==> src/rtl/nibble_serial_cla_adder.sv <==
// Multi-cycle WIDTH-bit adder: one 4-bit carry-lookahead slice, one nibble per clock, LSB first.
// Optional build macro NIBBLE_SERIAL_SUB_EN adds a 'sub' input for two's-complement subtraction.
module nibble_serial_cla_adder #(
   parameter int unsigned WIDTH = 16
) (
   input  logic             clk,
   input  logic             rst_n,
   input  logic             start,
   input  logic [WIDTH-1:0] A,
   input  logic [WIDTH-1:0] B,
   input  logic             Cin,
`ifdef NIBBLE_SERIAL_SUB_EN
   input  logic             sub,
`endif
   output logic             busy,
   output logic             done,
   output logic [WIDTH-1:0] Sum,
   output logic             Cout,
   output logic             Ovf
);

   localparam int unsigned NIB  = WIDTH / 4;
   localparam int unsigned CW   = (NIB > 1) ? $clog2(NIB) : 1;
   localparam logic [CW-1:0] LAST = CW'(NIB - 1);

   typedef enum logic [1:0] {IDLE, RUN, DONE} state_t;

   state_t           state, state_d;
   logic [WIDTH-1:0] a_r, a_d, b_r, b_d, sum_d;
   logic [CW-1:0]    k, k_d;
   logic             carry, carry_d, cout_d, ovf_d, busy_d, done_d;

   logic [CW+1:0]    sh;
   logic [3:0]       a_nib, b_nib, g, p, c, s_nib;
   logic             c4;

   // Lookahead slice on the current nibble
   always_comb begin
      sh    = {k, 2'b00};
      a_nib = 4'(a_r >> sh);
      b_nib = 4'(b_r >> sh);
      g     = a_nib & b_nib;
      p     = a_nib ^ b_nib;
      c[0]  = carry;
      c[1]  = g[0] | (p[0] & c[0]);
      c[2]  = g[1] | (p[1] & g[0]) | (p[1] & p[0] & c[0]);
      c[3]  = g[2] | (p[2] & g[1]) | (p[2] & p[1] & g[0]) | (p[2] & p[1] & p[0] & c[0]);
      c4    = g[3] | (p[3] & g[2]) | (p[3] & p[2] & g[1]) | (p[3] & p[2] & p[1] & g[0])
            | (&p & c[0]);
      s_nib = p ^ c;
   end

   // Next-state and datapath updates
   always_comb begin
      state_d = state;
      a_d     = a_r;
      b_d     = b_r;
      k_d     = k;
      carry_d = carry;
      sum_d   = Sum;
      cout_d  = Cout;
      ovf_d   = Ovf;
      case (state)
         IDLE, DONE: begin
            if (start) begin
               a_d = A;
               k_d = '0;
`ifdef NIBBLE_SERIAL_SUB_EN
               b_d     = sub ? ~B : B;
               carry_d = sub ? 1'b1 : Cin;
`else
               b_d     = B;
               carry_d = Cin;
`endif
               state_d = RUN;
            end else if (state == DONE) begin
               state_d = IDLE;
            end
         end
         RUN: begin
            sum_d   = (Sum & ~(WIDTH'(4'hF) << sh)) | (WIDTH'(s_nib) << sh);
            carry_d = c4;
            if (k == LAST) begin
               cout_d  = c4;
               ovf_d   = c[3] ^ c4;
               state_d = DONE;
            end else begin
               k_d = k + CW'(1);
            end
         end
         default: state_d = IDLE;
      endcase
      busy_d = (state_d == RUN);
      done_d = (state_d == DONE);
   end

   always_ff @(posedge clk or negedge rst_n) begin
      if (!rst_n) begin
         state <= IDLE;
         a_r   <= '0;
         b_r   <= '0;
         k     <= '0;
         carry <= 1'b0;
         Sum   <= '0;
         Cout  <= 1'b0;
         Ovf   <= 1'b0;
         busy  <= 1'b0;
         done  <= 1'b0;
      end else begin
         state <= state_d;
         a_r   <= a_d;
         b_r   <= b_d;
         k     <= k_d;
         carry <= carry_d;
         Sum   <= sum_d;
         Cout  <= cout_d;
         Ovf   <= ovf_d;
         busy  <= busy_d;
         done  <= done_d;
      end
   end

endmodule
==> config.mk <==
export PLATFORM = sky130hd
export DESIGN_NAME = nibble_serial_cla_adder
export DESIGN_NICKNAME = d
export VERILOG_FILES = /design/src/rtl/nibble_serial_cla_adder.sv
export SDC_FILE = /design/constraint.sdc
export NUM_CORES = 1
export LEC_CHECK = 0
export ABC_CLOCK_PERIOD_IN_PS = 2500
export CAP_MARGIN = 20
export CORE_UTILIZATION = 45
export DETAILED_ROUTE_END_ITERATION = 10
export PLACE_DENSITY = 0.72
export SYNTH_ARGS = -nofsm -noshare
export SYNTH_HDL_FRONTEND = slang
export SYNTH_SLANG_ARGS = --single-unit
==> constraint.sdc <==
create_clock -name clk -period 2.5 [get_ports clk]
set_input_delay 0.75 -clock clk [delete_from_list [all_inputs] [get_ports clk]]
set_output_delay 0.75 -clock clk [all_outputs]
set_load 0.05 [all_outputs]
==> results.json <==
{
  "gr-total-overflow": 0,
  "synth_simple_gate_area_share_pct": 3.77,
  "tightest_slew_ns": 0.503,
  "netlist_area_sq_mm": 0.00256,
  "post_cts_resized": 0,
  "max-slew-margin-rel_pct": 66.4,
  "grt_start_max_net_pins": 30,
  "drt_pre_antenna_iters": 4,
  "wl_mm": 4.84,
  "avgSynthCellArea_sq_um": 15.1,
  "ys.flop_type": "dfrtp_1",
  "synth-seq-cells": 57,
  "skew_ns": 0.00562,
  "setup_viol": 0,
  "place_hpwl_mm": 3.58,
  "die_area_sq_mm": 0.00599,
  "numCtsBuffers": 9,
  "finalCritPeriodShare_pct": 93.1,
  "root_buffer": "clkbuf_8",
  "cts_setup_buffers": 0,
  "yosysWarnings": 0,
  "clock-sinks": 57,
  "fill_cells": 416,
  "hp-class": "input port to asynchronous set/reset pin",
  "crit_slowest_cell": "mux4_2",
  "antenna_left": 0,
  "hold_viol_final": 0,
  "rsz0062_at_grt": "no",
  "setup_tns_ns": 0,
  "core_sq_mm": 0.00551,
  "grt_pass1_vias": 1713,
  "cts_hold_buf": 0,
  "multi_input_area_sq_mm": 0.00106,
  "final_net_count": 282,
  "netlist.area_leader.share_pct": 55.7,
  "required_ns": 2.71,
  "synth_mux_area_share_pct": 22.3,
  "cts_tree": "done",
  "synth_nets": 215,
  "netlist.top_cell.by_area": "dfrtp_1",
  "die_w_um": 77.4,
  "viasPerCell": 5.21,
  "yosysSeqAreaShare_pct": 55.7,
  "htreeDepth": 3,
  "clk_latency_ns": 0.32,
  "port_buffers": 55,
  "initial_core_util_pct": 46.5,
  "synth-adder-area-share_pct": 5.18,
  "wl_per_cell_um": 15.5,
  "drv_cap": 0,
  "crit_family": "compound AO/OA/AOI/OAI gates",
  "area_delta_synth_final_pct": 34.4,
  "async_reset_ff_share_pct": 100,
  "crit_chain": "buf_4, mux4_2, ha_1, a41oi_2, o21ai_4, xor2_2, a22o_1",
  "synth_edf_count": 0,
  "cpPeakStageDelay_ns": 0.57,
  "outcome": "completed",
  "cp-end-kind": "flop",
  "clk_pin_slew_worst_paths_ns": 0.06,
  "via_count": 1625,
  "cp-start-kind": "flop",
  "syn_inst": 169,
  "drt_iter0_drc": 97,
  "antenna_cells": 0,
  "dieHeight_um": 77.4,
  "drc": 0,
  "io_pins": 56,
  "grt_pass1_wl_mm": 8.46,
  "place.gp.congestion": 0.729,
  "synth_top_family_by_area": "multiplexers",
  "yosys-top-cells-area": "dfrtp_1 56%, mux2_2 15%, mux4_2 7.0%",
  "synth_compound_area_share_pct": 8.66,
  "cts_max_path_buffers": 2,
  "synth_cell_types": 26,
  "crit_arrival_ns": 2.54,
  "regArea_sq_mm": 0.00143,
  "track_usage_pct": 18.6,
  "antenna_found_initial": 0,
  "yosys-top-cells-count": "57 x dfrtp_1, 33 x mux2_2, 16 x a22o_1",
  "drive_gt1_share_pct": 28.7,
  "rows": 27,
  "slew_viol_final": 0,
  "max_freq_ghz": 0.429,
  "worst-path-max-fanout": 9,
  "synth-xor-area-share_pct": 1.32,
  "period_needed_ns": 2.33,
  "path_class": "flop to flop",
  "synth_most_common_cell": "dfrtp_1",
  "critPathBufInv": 1
}
-- metal layers --
metal	up-vias	global-route usage, %	share of wire, %
met5	-	0	0
met4	0	7.36	1.5
met3	10	4.12	4.1
met2	47	29.7	49
met1	812	24.7	46
li1	756	-	-
-- metrics by stage --
step	instances	hold slack [ns]	instance area (sq um)	setup slack (ns)	util, %
floorplan	169	0.454	2560	0.190	-
global placement	297	0.486	3210	0.227	58.3
detailed placement	297	0.489	3210	0.175	58.3
CTS	312	0.297	3440	0.157	62.4
global route	312	0.305	3440	0.0962	62.4
finish	312	0.299	3440	0.172	62.4
-- registers in the layout, indices dropped and copies added (netlist names) --
register  flops
Sum          16
a_r          16
b_r          16
k             2
state         2
Cout          1
Ovf           1
busy          1
carry         1
done          1
-- worst reg2reg max path, delay by kind of cell, from the launching register on --
family	cells	cell delay [ns]
AOI/OAI and AO/OA	3	0.59
muxes	1	0.57
DFF	1	0.35
adders and majority gates	1	0.33
buffers and inverters	1	0.20
xor gates and xnor gates	1	0.18
-- layout make-up --
| cell class | count | share of cell area, % |
|---|---|---|
| inverter | 5 | 0.546 |
| timing repair buffer | 62 | 17.8 |
| sequential | 57 | 41.5 |
| tap | 72 | 2.62 |
| multi-input combinational | 101 | 30.9 |
| clock inverter | 2 | 1.75 |
| clock buffer | 13 | 4.91 |
-- cell usage in the layout (no fill, tap or decap), types with 5 or more instances in the layout --
cell type,count
buf_4,6
a22o_1,16
clkbuf_8,12
a21oi_1,5
mux2_2,33
ha_1,9
inv_1,5
mux4_2,8
clkdlybuf4s50_1,54
dfrtp_1,57
-- path summary, 6_finish.rpt --
| kind | startpoint | to | slack (ns) | depth (start not counted) |
|---|---|---|---|---|
| worst max register to register | k[0] | Sum[11] | 0.17 | 7 |
| worst max-delay path | k[0] | Sum[11] | 0.17 | 7 |
| worst min-delay path | rst_n | a_r[0] | 0.30 | 1 |
| min in group clk | Sum[9] | Sum[9] | 0.50 | 1 |
| max in group asynchronous | rst_n | b_r[11] | 1.55 | 2 |
| worst min register to register | Sum[9] | Sum[9] | 0.50 | 1 |
-- logic make-up (layout without fill, tap and decap cells) --
logic type / count (synthesis) / count (layout)
adders and majority gates: 10 / 10
xor gates and xnor gates: 3 / 3
DFF: 57 / 57
muxes: 43 / 43
buffers and inverters: 11 / 82
and+or+nand+nor: 19 / 19
AOI/OAI and AO/OA: 26 / 26
Power is left out: the tool's default activity adds up to more than one toggle a clock period on the data nets, which glitch-free logic cannot reach.
